[config.mk]
export PLATFORM = sky130hd
export DESIGN_NAME = cr16_controller
export DESIGN_NICKNAME = d
export VERILOG_FILES = /design/src/rtl/cr16_controller.sv
export SDC_FILE = /design/constraint.sdc
export NUM_CORES = 1
export LEC_CHECK = 0
export ABC_AREA = 1
export ABC_CLOCK_PERIOD_IN_PS = 1200
export CAP_MARGIN = 20
export CORE_UTILIZATION = 34
export DETAILED_ROUTE_END_ITERATION = 12
export PLACE_DENSITY = 0.76
export SKIP_LAST_GASP = 1
export SYNTH_ARGS = -nofsm -noshare
export SYNTH_HDL_FRONTEND = slang
export SYNTH_SLANG_ARGS = --single-unit
[constraint.sdc]
create_clock -name clk -period 1.2 [get_ports clk]
set_clock_uncertainty 0.1 [all_clocks]
set_input_delay 0.12 -clock clk [delete_from_list [all_inputs] [get_ports clk]]
set_output_delay 0.12 -clock clk [all_outputs]
set_load 0.05 [all_outputs]
[src/rtl/cr16_controller.sv]
`timescale 1ns/1ps
`default_nettype none
// ============================================================================
// Module      : cr16_controller
// Description : Multicycle control FSM for the CR16 16-bit datapath. Decodes
//               the instruction register and drives every datapath control.
//               Optional macro MEM_WAIT_STATE_EN adds BRAM wait states.
// Revision    : 1.0 - initial release
// ============================================================================
module cr16_controller #(
    parameter int SIZE = 16
) (
    input  logic            clk,
    input  logic            reset,
    input  logic [SIZE-1:0] instr,
    input  logic [1:0]      flags1,
    input  logic [2:0]      flags2,
    output logic            ir_en,
    output logic            pcNexten,
    output logic            MemW1en,
    output logic            MemW2en,
    output logic            RFen,
    output logic            PSRen,
    output logic [1:0]      PCm,
    output logic [1:0]      A2m,
    output logic [1:0]      LUIm,
    output logic            Movm,
    output logic [1:0]      RWm,
    output logic [3:0]      AluOp,
    output logic [3:0]      state_dbg
);

`ifdef MEM_WAIT_STATE_EN
    typedef enum logic [3:0] {
        ST_FETCH   = 4'd0,
        ST_DECODE  = 4'd1,
        ST_EXEC    = 4'd2,
        ST_MEM     = 4'd3,
        ST_WB      = 4'd4,
        ST_FETCH_W = 4'd5,
        ST_LOAD_W  = 4'd6
    } state_t;
`else
    typedef enum logic [3:0] {
        ST_FETCH   = 4'd0,
        ST_DECODE  = 4'd1,
        ST_EXEC    = 4'd2,
        ST_MEM     = 4'd3,
        ST_WB      = 4'd4
    } state_t;
`endif

    localparam logic [3:0] c_alu_add   = 4'b0000;
    localparam logic [3:0] c_alu_sub   = 4'b0001;
    localparam logic [3:0] c_alu_cmp   = 4'b0010;
    localparam logic [3:0] c_alu_and   = 4'b0011;
    localparam logic [3:0] c_alu_or    = 4'b0100;
    localparam logic [3:0] c_alu_xor   = 4'b0101;
    localparam logic [3:0] c_alu_passb = 4'b0110;
    localparam logic [3:0] c_alu_lsh   = 4'b0111;

    state_t     r_state;
    logic [3:0] w_op;
    logic [3:0] w_ext;
    logic [3:0] w_cond;
    logic [3:0] w_acode;
    logic       w_c, w_f, w_l, w_z, w_n;
    logic       w_taken;
    logic       w_rtype;
    logic       w_arith;
    logic       w_is_load;
    logic       w_unused;

    assign w_op      = instr[15:12];
    assign w_cond    = instr[11:8];
    assign w_ext     = instr[7:4];
    assign w_unused  = ^instr[3:0];
    assign {w_c, w_f}      = flags1;
    assign {w_l, w_z, w_n} = flags2;

    // R-type arithmetic is keyed by ext; the immediate forms reuse the same code as op
    assign w_rtype   = (w_op == 4'b0000);
    assign w_acode   = w_rtype ? w_ext : w_op;
    assign w_arith   = w_acode inside {4'b0101, 4'b1001, 4'b1011, 4'b1101,
                                       4'b0001, 4'b0010, 4'b0011};
    assign w_is_load = (w_op == 4'b0100) && (w_ext == 4'b0000);

    always_comb begin
        case (w_cond)
            4'b0000: w_taken = w_z;
            4'b0001: w_taken = !w_z;
            4'b0010: w_taken = w_c;
            4'b0011: w_taken = !w_c;
            4'b0100: w_taken = w_l;
            4'b0101: w_taken = !w_l;
            4'b0110: w_taken = w_n;
            4'b0111: w_taken = !w_n;
            4'b1000: w_taken = w_f;
            4'b1001: w_taken = !w_f;
            4'b1010: w_taken = !w_l && !w_z;
            4'b1011: w_taken = w_l || w_z;
            4'b1100: w_taken = !w_n && !w_z;
            4'b1101: w_taken = w_n || w_z;
            4'b1110: w_taken = 1'b1;
            default: w_taken = 1'b0;
        endcase
    end

    always_ff @(posedge clk) begin
        if (!reset) begin
            r_state <= ST_FETCH;
        end else begin
            case (r_state)
`ifdef MEM_WAIT_STATE_EN
                ST_FETCH:   r_state <= ST_FETCH_W;
                ST_FETCH_W: r_state <= ST_DECODE;
                ST_MEM:     r_state <= ST_LOAD_W;
                ST_LOAD_W:  r_state <= ST_WB;
`else
                ST_FETCH:   r_state <= ST_DECODE;
                ST_MEM:     r_state <= ST_WB;
`endif
                ST_DECODE:  r_state <= ST_EXEC;
                ST_EXEC:    r_state <= w_is_load ? ST_MEM : ST_FETCH;
                ST_WB:      r_state <= ST_FETCH;
                default:    r_state <= ST_FETCH;
            endcase
        end
    end

    assign state_dbg = r_state;
    assign MemW1en   = 1'b0;

    always_comb begin
        ir_en    = 1'b0;
        pcNexten = 1'b0;
        MemW2en  = 1'b0;
        RFen     = 1'b0;
        PSRen    = 1'b0;
        PCm      = 2'b00;
        A2m      = 2'b00;
        LUIm     = 2'b00;
        Movm     = 1'b0;
        RWm      = 2'b00;
        AluOp    = c_alu_add;
        case (r_state)
            ST_DECODE: ir_en = 1'b1;
            ST_EXEC: begin
                if (w_arith) begin
                    pcNexten = 1'b1;
                    RWm      = 2'b10;
                    if (!w_rtype)
                        A2m = (w_acode inside {4'b0001, 4'b0010, 4'b0011}) ? 2'b11 : 2'b10;
                    case (w_acode)
                        4'b0101: AluOp = c_alu_add;
                        4'b1001: AluOp = c_alu_sub;
                        4'b1011: AluOp = c_alu_cmp;
                        4'b0001: AluOp = c_alu_and;
                        4'b0010: AluOp = c_alu_or;
                        4'b0011: AluOp = c_alu_xor;
                        default: AluOp = c_alu_passb;
                    endcase
                    Movm  = (w_acode != 4'b1101);
                    RFen  = (w_acode != 4'b1011);
                    PSRen = (w_acode != 4'b1101);
                end else begin
                    pcNexten = 1'b1;
                    case (w_op)
                        4'b1111: begin
                            RWm  = 2'b11;
                            RFen = 1'b1;
                        end
                        4'b1000: begin
                            if (w_ext == 4'b0100 || w_ext[3:1] == 3'b000) begin
                                AluOp = c_alu_lsh;
                                A2m   = (w_ext == 4'b0100) ? 2'b00 : 2'b01;
                                RFen  = 1'b1;
                                Movm  = 1'b1;
                                RWm   = 2'b10;
                            end
                        end
                        4'b0100: begin
                            case (w_ext)
                                4'b0000: pcNexten = 1'b0;
                                4'b0100: MemW2en  = 1'b1;
                                4'b1100: PCm      = w_taken ? 2'b01 : 2'b00;
                                4'b1000: begin
                                    RWm  = 2'b01;
                                    RFen = 1'b1;
                                    PCm  = 2'b01;
                                end
                                default: ;
                            endcase
                        end
                        4'b1100: begin
                            if (w_taken) begin
                                LUIm = 2'b01;
                                A2m  = 2'b10;
                                PCm  = 2'b10;
                            end
                        end
                        default: ;
                    endcase
                end
            end
            ST_WB: begin
                RWm      = 2'b00;
                RFen     = 1'b1;
                pcNexten = 1'b1;
                PCm      = 2'b00;
            end
            default: ;
        endcase
    end

endmodule
`default_nettype wire

# Word level (Yosys, flattened, before mapping)
# Index checks and enable logic that the tools add are counted.
# Widths: inputs -> output; s select.
dict set report classes {
  n_eq_ne 34
  mux 49
  n_reduce_logical 18
}
# cell count
set op_table {}
lappend op_table {{$eq 4x4->1 const B} 15}
lappend op_table {{$eq 4x3->1 const B} 8}
lappend op_table {{$eq 4x2->1 const B} 6}
lappend op_table {{$mux 1} 24}
lappend op_table {{$mux 2} 10}
lappend op_table {{$pmux 3 s6} 1}
lappend op_table {{$logic_not 4->1} 4}
lappend op_table {{$pmux 1 s15} 1}
lappend op_table {{$eq 4x1->1 const B} 3}
lappend op_table {{$mux 4} 3}
lappend op_table {{$pmux 3 s4} 1}
lappend op_table {{$ne 4x4->1 const B} 2}
lappend op_table {{$pmux 2 s2} 2}
lappend op_table {{$reduce_bool 7->1} 1}
lappend op_table {{$mux 3} 2}
lappend op_table {{$pmux 1 s2} 3}
lappend op_table {{$pmux 2 s3} 1}
lappend op_table {{$logic_not 1->1} 5}
lappend op_table {{$logic_and 1x1->1} 3}
lappend op_table {{$logic_not 3->1} 1}
lappend op_table {{$logic_or 1x1->1} 3}
lappend op_table {{$pmux 1 s3} 1}
lappend op_table {{$reduce_bool 3->1} 1}
dict set report word_totals {
  register_bits 4
  in_bits 23
  out_inout_bits 23
  elab_cells 102
}

# Longest topological paths before layout
# Gate-level depths: netlist of the first run.
dict set report logic_depth {
  depth_word 8
  ltp_mapped 10
  ltp_nobuf 10
}

# Least setup slack after synthesis of the first run
# OpenSTA, ideal clock, no wires.
dict set report synth_timing {
  path_type {flip-flop to output port}
  start {register r_state[1] (netlist: state_dbg[1])}
  end {output PSRen}
  arrival_time_ns 2.378
  path_slack_ns -1.398
  path_stages_with_launch 5
  cell_sequence {dfxtp_1 > inv_1 > nor3_4 > inv_1 > nor3_1}
}
dict set report synth_via {
  elab_chain_len 2
}
# element line
set synth_lines {}
lappend synth_lines {{from (decl)} 62} ;# state_t r_state;
lappend synth_lines {{from (signal assigned)} 124} ;# ST_EXEC: r_state <= w_is_load ? ST_MEM : ST_FETCH;
lappend synth_lines {{$eq 4x2->1} 146} ;# case (r_state)
lappend synth_lines {{$mux 1} 146}
lappend synth_lines {{to (decl)} 23} ;# output logic PSRen,
# Every way passes these cells.

# Worst setup path after layout of the first run
dict set report layout_timing {
  start {input instr[6]}
  end {output A2m[0]}
}
dict set report layout_via {
  elab_chain_len 7
  elab_cells_between_ends 20
  cone_classes {eq/ne: 8; mux: 8; reduce/logical: 4}
}
# element line
set layout_lines {}
lappend layout_lines {{from (decl)} 15} ;# input logic [SIZE-1:0] instr,
lappend layout_lines {{$mux 4} 83} ;# assign w_acode = w_rtype ? w_ext : w_op;
lappend layout_lines {{$eq 4x1->1 or $eq 4x2->1 (tied branches)} {84, 153}}
lappend layout_lines {{$reduce_bool 3->1} 153} ;# A2m = (w_acode inside {4'b0001, 4'b0010, 4'b0011}) ? 2'b11 : 2'b10;
lappend layout_lines {{$mux 1} 153}
lappend layout_lines {{$mux 2} 152} ;# if (!w_rtype)
lappend layout_lines {{$mux 2 (*)} 149} ;# if (w_arith) begin
lappend layout_lines {{$mux 2 (*)} 146}
lappend layout_lines {{to (decl)} 25} ;# output logic [1:0] A2m,
# Mark *: on every way between the ends. The rest lies on a longest branch, timed or not.

==> metrics.md, run 1 <==
| Metric | Value |
|---|---|
| Status | `finished, violations left` |
| Failing checks | `setup timing` |
| Synth async-reset ratio | `0%` |
| Final Max Tran Viols | `0` |
| Initial antenna violation count | `0` |
| Post-synthesis cell type count | `23` |
| CP delay by family, top | `buffers and inverters` |
| Max VDD drop | `0.0007699 V` |
| Number of I/O pins | `between 40 and 50` |
| Nets | `255` |
| Crit-path max cell delay | `0.26 ns` |
| Area of the multi-input gates | `roughly 900 sq um` |
| Crit. End Element | `output port` |
| Synth-to-layout area growth | `149.8%` |
| Final period utilization | `139.5%` |
| Fill cell count | `between 100 and 150` |
| Die Outline Area | `2584 sq um` |
| Drt drc | `0` |
| Hold_sp | `reset` |
| CP Cell Sequence | `dlygate4sd2_1 -> inv_2 -> o21ai_4 -> buf_4 -> nor2_2 -> o211ai_1 -> a21oi_4 -> buf_12` |
| CTS tree | `built` |
| CP Launch Type | `input port` |
| Crit-path max FO | `4` |
| Non-Filler Instances | `between 200 and 300` |
| Worst skew pair latency | `about 0.24 ns` |
| Final worst path period need | `1.674 ns` |
| Top cells by count, synth | `34 x nand2_1, 28 x inv_1, 26 x nor2_1` |
| Final Util | `about 91%` |
| Cell with the most instances after synthesis | `nand2_1` |
| Yosys Warn Count | `0` |
| Number of synthesized register bits | `3` |
| Placed Instances | `roughly 240` |
| HPWL Detailed | `roughly 2400 um` |
| Router iterations before antenna repair | `4` |
| Area fraction of the dominant cell type after synthesis | `15.74%` |
| Antenna diode count | `0` |
| Mapped Area | `~810 sq um` |
| # setup viols final | `19` |
| Most area-consuming cells after synthesis | `nand2_1 16%, inv_1 13%, nor2_1 12%` |
| GR Overflow Total | `0` |
| CTS sink count | `3` |
| Seq/Total Area, Yosys | `between 7 and 8%` |
| Post-DP Area | `1658 sq um` |
| Top_reg_cell synth | `dfxtp_1` |
| Reg2reg end | `state_dbg[1]` |
| Pin count of the biggest net entering global routing | `8` |
| EDFF count, synth | `0` |
| Pleak | `0.0009554 uW` |
| RSZ-0062 raised after global routing | `true` |
| Final instance area | `2026 sq um` |
| Floorplan core area | `2233 sq um` |
| Cell taking the most area after synthesis | `nand2_1` |
| WHS Path Cells | `3` |
| Critical path type | `in2out` |
| Vias in the first global route | `1345` |
| CTS clk-pin slew, worst paths | `0.04 ns` |
| Reg2Reg Depth | `7` |
| Starting DRT DRC Count | `46` |
| Die Width | `50.83 um` |
| # Max-Cap Violations | `0` |
| Wire per inst | `~15 um` |
| FF/Latch Area | `66.31 sq um` |
| Peak Freq | `roughly 0.6 GHz` |
| DR vias/cell | `5.347` |
| R2R Setup Slk | `-0.08 ns` |
| H-tree depth | `1` |
| Die Span Y | `50.83 um` |
| Worst hold path type | `in2reg` |
| Share of cells above drive strength 1 | `58.87%` |
| Detailed-route via count | `1385` |
| Max FFs per register | `3` |
| Clock Tree Root | `clkbuf_4` |
| Worst reg2reg path startpoint | `state_dbg[0]` |
| Number of CTS-inserted buffers | `3` |
| Critical path's slowest cell | `dlygate4sd2_1` |
| Cells after Synth | `151` |
| CP Data Arrival Time | `1.45 ns` |
| Pwr dens | `543.1 nW/um^2` |
| WHS Endpoint | `state_dbg[0]` |
| Fin worst setup slack | `-0.4744 ns` |
| Starting Density | `36.30%` |
| # rows | `17` |
| Routed Antenna Nets | `0` |
| Gpl congestion | `0.8766` |
| Final wirelength | `3974 um` |
| Fin. Hold Viols | `0` |
| Buf+Inv Stages, Crit Path | `4` |
| First-pass GRT wire length | `approximately 5800 um` |
| I/O Buffers | `37` |
| Avg Inst Size Synth | `5.369 sq um` |
| WP data required | `0.98 ns` |
| Gr usage total | `roughly 30%` |
| Clk buf depth | `2` |
metrics by stage:
| stage | power [uW] | TNS, ns | hold slack (ns) | worst slack (ns) |
|---|---|---|---|---|
| after floorplan | 469.6 | -6.771 | 0.1652 | -0.4877 |
| after global placement | 727.5 | -11.71 | 0.3777 | -0.9161 |
| after detailed placement | 747.1 | -12.53 | 0.3871 | -1.013 |
| after CTS | 1042 | -5.871 | 0.3677 | -0.4195 |
| after global routing | 1149 | -7.479 | 0.3989 | -0.5144 |
| final | 1100 | -6.505 | 0.3744 | -0.4744 |
where the power goes:
part           switching (uW)  internal (uW)
registers                7.68            108
clock network            60.1            125
logic                     452            348
total                     520            580
area by class of cell:
cell class | instances | share of cell area [%]
Clock buffer | 4 | 1.297
Sequential cell | 3 | 3.274
Timing Repair Buffer | 77 | 43.55
Tap cell | 28 | 1.729
Inverter | 28 | 5.559
Multi-Input combinational cell | 119 | 44.60
layer usage:
metal / global-route usage (%) / share of wire [%] / vias up
met2: 61.33 / 56 / 80
met5: 0 / 0 / -
met1: 29.08 / 35 / 645
met3: 3.869 / 4.9 / 21
met4: 8.796 / 4.4 / 0
li1: - / - / 639
cell families after synthesis:
group | after synthesis | share of synthesized area [%]
AOI/OAI and AO/OA | 14 | 11.42
buffers and inverters | 32 | 16.67
DFF | 3 | 7.408
other | 1 | 0.4625
and+or+nand+nor | 101 | 64.04
cells in the final DEF, fill, tap and decap left out, types with 3 or more instances in the layout:
master / n
dlygate4sd2_1: 7
buf_12: 19
nand2_4: 7
nand4_1: 4
nand2_2: 4
nor2_2: 5
a21oi_4: 3
nand3_1: 9
nor2_1: 11
inv_1: 19
clkbuf_4: 3
nand3_2: 6
buf_4: 32
nand2_8: 3
o21ai_1: 3
buf_6: 10
inv_2: 7
nand2_1: 29
nor3_4: 4
conb_1: 4
nor2_4: 12
worst reg2reg max path, delay by kind of cell (launching register included):
family                 cells  cell delay (ns)
buffers and inverters      4             0.34
DFF                        1             0.35
and+or+nand+nor            3             0.42
worst max-delay path by stage:
stage / cells after the start / slack, ns / from / end
global placement: 10 / -0.92 / instr[9] / PCm[0]
CTS: 6 / -0.42 / state_dbg[0] / A2m[0]
global route: 6 / -0.51 / state_dbg[1] / PCm[0]
finish: 8 / -0.47 / instr[6] / A2m[0]
floorplan: 4 / -0.49 / state_dbg[1] / PSRen
detailed placement: 10 / -1.01 / instr[9] / PCm[0]
timing repair:
item | 4_1_cts | 5_1_grt
endpoints found under the setup margin | 18 | 19
resized for setup | 92 | 14
buffers inserted | 17 | 2
pin swaps | 26 | 13
hold buffers | 0 | 0
(Power assumes the default switching activity.)
==> run 2: changes to the inputs <==
Settings changed: CTS_CLUSTER_DIAMETER from default to 40.
==> results of run 2 <==
Final layout, timing and power as in run 1 (identical DEF).
==> run 3: changes to the inputs <==
Settings changed: CORE_UTILIZATION 34 to 26, CTS_CLUSTER_DIAMETER 40 to default, PLACE_DENSITY 0.76 to default.
==> metrics.md, run 3 (synthesis gave the netlist of run 1 again) <==
| Metric | Value |
|---|---|
| Floorplan core area | `2853 sq um (+28%)` |
| Hold_sp | `reset` |
| Most common cell after layout, fill and taps aside | `buf_4` |
| Synth-to-layout area growth | `142.7%` |
| Peak Freq | `0.6154 GHz (+3.0%)` |
| Fin worst setup slack | `-0.4250 ns (+0.04944 ns)` |
| RSZ-0062 raised after global routing | `true` |
| Final period utilization | `135.4% (-4.1 points)` |
| Placed Instances | `243 (+3.0%)` |
| Fin. Hold Viols | `0 (unchanged)` |
| Max FFs per register | `3 (unchanged)` |
| Power, Total | `1021 uW (-7.2%)` |
| H-tree depth | `1 (unchanged)` |
| Crit-path max cell delay | `0.32 ns (+0.06 ns)` |
| Worst reg2reg path startpoint | `state_dbg[0]` |
| Starting Density | `28.42% (-7.9 points)` |
| Final Max Tran Viols | `0 (unchanged)` |
| Antenna diode count | `0 (unchanged)` |
| Initial antenna violation count | `0 (unchanged)` |
| Fin Setup TNS | `-5.628 ns (+0.8771 ns)` |
| Crit-path max FO | `6 (+2)` |
| # rows | `19 (+2)` |
| DR vias/cell | `4.769 (-11%)` |
| Starting DRT DRC Count | `22 (-52%)` |
| Final Util | `68.99% (-22 points)` |
| Pwr dens | `518.5 nW/um^2 (-4.5%)` |
| Most frequent cells in the layout | `34 x buf_4, 27 x nand2_1, 19 x inv_1, 17 x buf_12, 14 x nor2_4` |
| CP Cell Sequence | `nor3_4 -> buf_12 -> nand4_1 -> a21oi_4 -> buf_6` |
| Gpl congestion | `0.8235 (-6.1%)` |
| Fill cell count | `217 (+110%)` |
| HPWL Detailed | `2254 um (-6.3%)` |
| Max VDD drop | `0.0003854 V (-50%)` |
| Die Outline Area | `3345 sq um (+29%)` |
| Gr usage total | `18.64% (-11 points)` |
| Die Span Y | `57.84 um (+14%)` |
| Non-Filler Instances | `260 (+0.39%)` |
| Number of I/O pins | `46 (unchanged)` |
| CTS tree | `built` |
| Pleak | `0.0009221 uW (-3.5%)` |
| Final worst path period need | `1.625 ns (-0.04944 ns)` |
| Failing checks | `DRC, setup timing` |
| Detailed-route via count | `1240 (-10%)` |
| CTS clk-pin slew, worst paths | `0.04 ns (about the same)` |
| CTS sink count | `3 (unchanged)` |
| Worst hold path type | `in2reg` |
| Reg2Reg Depth | `7 (unchanged)` |
| # setup viols final | `18 (-1)` |
| # Max-Cap Violations | `0 (unchanged)` |
| CTS hold repair buffers | `0 (unchanged)` |
| WP data required | `0.98 ns (about the same)` |
| Pin count of the biggest net entering global routing | `8 (unchanged)` |
| Clk buf depth | `2 (unchanged)` |
| Drt drc | `2 (+2)` |
| Critical path type | `reg2out` |
| I/O Buffers | `37 (unchanged)` |
| Die Width | `57.84 um (+14%)` |
| CP Launch Type | `register` |
| Worst skew pair latency | `0.23 ns (about the same)` |
| Final wirelength | `2839 um (-29%)` |
| Setup crit start | `state_dbg[0]` |
| Clock Tree Root | `clkbuf_4` |
| Wire per inst | `10.92 um (-29%)` |
| Share of cells above drive strength 1 | `59.39% (+0.51 points)` |
| Status | `finished, violations left` |
| Crit. End Element | `output port` |
| Critical path's slowest cell | `dfxtp_2` |
| GR Overflow Total | `0 (unchanged)` |
| Routed Antenna Nets | `0 (unchanged)` |
| WHS Path Cells | `3 (unchanged)` |
| Number of CTS-inserted buffers | `3 (unchanged)` |
| CP Data Arrival Time | `1.40 ns (-0.05 ns)` |
| First-pass GRT wire length | `4940 um (-14%)` |
| Vias in the first global route | `1221 (-9.2%)` |
| Router iterations before antenna repair | `8 (+4)` |
| Nets | `253 (-0.78%)` |
[run 3: changes by cell type in the layout (fill, tap and decap cells not counted), sizes merged]
cell,before,now
buf,65,64
clkdlybuf4s15,3,2
[run 3: critical path: cells and delay by family, from the launching register on]
kind,cells,cell delay (ns)
AND/OR/NAND/NOR,2,0.36
buffers and inverters,2,0.33
flip-flops,1,0.32
AO/OA/AOI/OAI,1,0.16
[run 3: metrics by stage]
step	worst slack (ns)	hold slack (ns)	instance area, sq um
after floorplan	-0.4877	0.1652	959.7
after global placement	-0.9412	0.3779	1679
after detailed placement	-1.090	0.3773	1679
after CTS	-0.4332	0.3591	1934
after global routing	-0.4860	0.3892	1968
final	-0.4250	0.3729	1968
[run 3: final timing paths]
check / to / slack, ns
setup reg to reg: state_dbg[1] / -0.09
setup / recovery: PCm[0] / -0.42
hold / removal: state_dbg[2] / 0.37
hold reg to reg: state_dbg[2] / 0.38
[run 3: power by group]
part           leakage, uW  internal, uW  switching (uW)  total (uW)
registers        0.0000261           108            7.14         115
clock network    0.0000150           124            51.2         176
logic             0.000881           313             416         730
[run 3: final cells by class]
| cell class | instances | area (sq um) | share of cell area, % |
|---|---|---|---|
| clock buffers | 4 | 26.28 | 1.335 |
| inverters | 28 | 115.1 | 5.849 |
| multi-input cells | 119 | 912.1 | 46.34 |
| flip-flops and latches | 3 | 66.31 | 3.369 |
| well taps | 31 | 38.79 | 1.971 |
| repair buffers | 75 | 809.5 | 41.13 |
[run 3: timing repair]
action	in CTS	in global routing
pin swaps	27	12
setup endpoints to repair	18	19
setup buffers	13	1
gates resized for setup	85	17
[run 3: routing by layer]
| layer | global-route usage (%) | vias to the layer above | wire length, um |
|---|---|---|---|
| li1 | - | 638 | - |
| met1 | 20.76 | 560 | 1098 |
| met2 | 35.63 | 36 | 1576 |
| met3 | 2.232 | 6 | 114 |
| met4 | 7.143 | 0 | 50 |
| met5 | 0 | - | 0 |
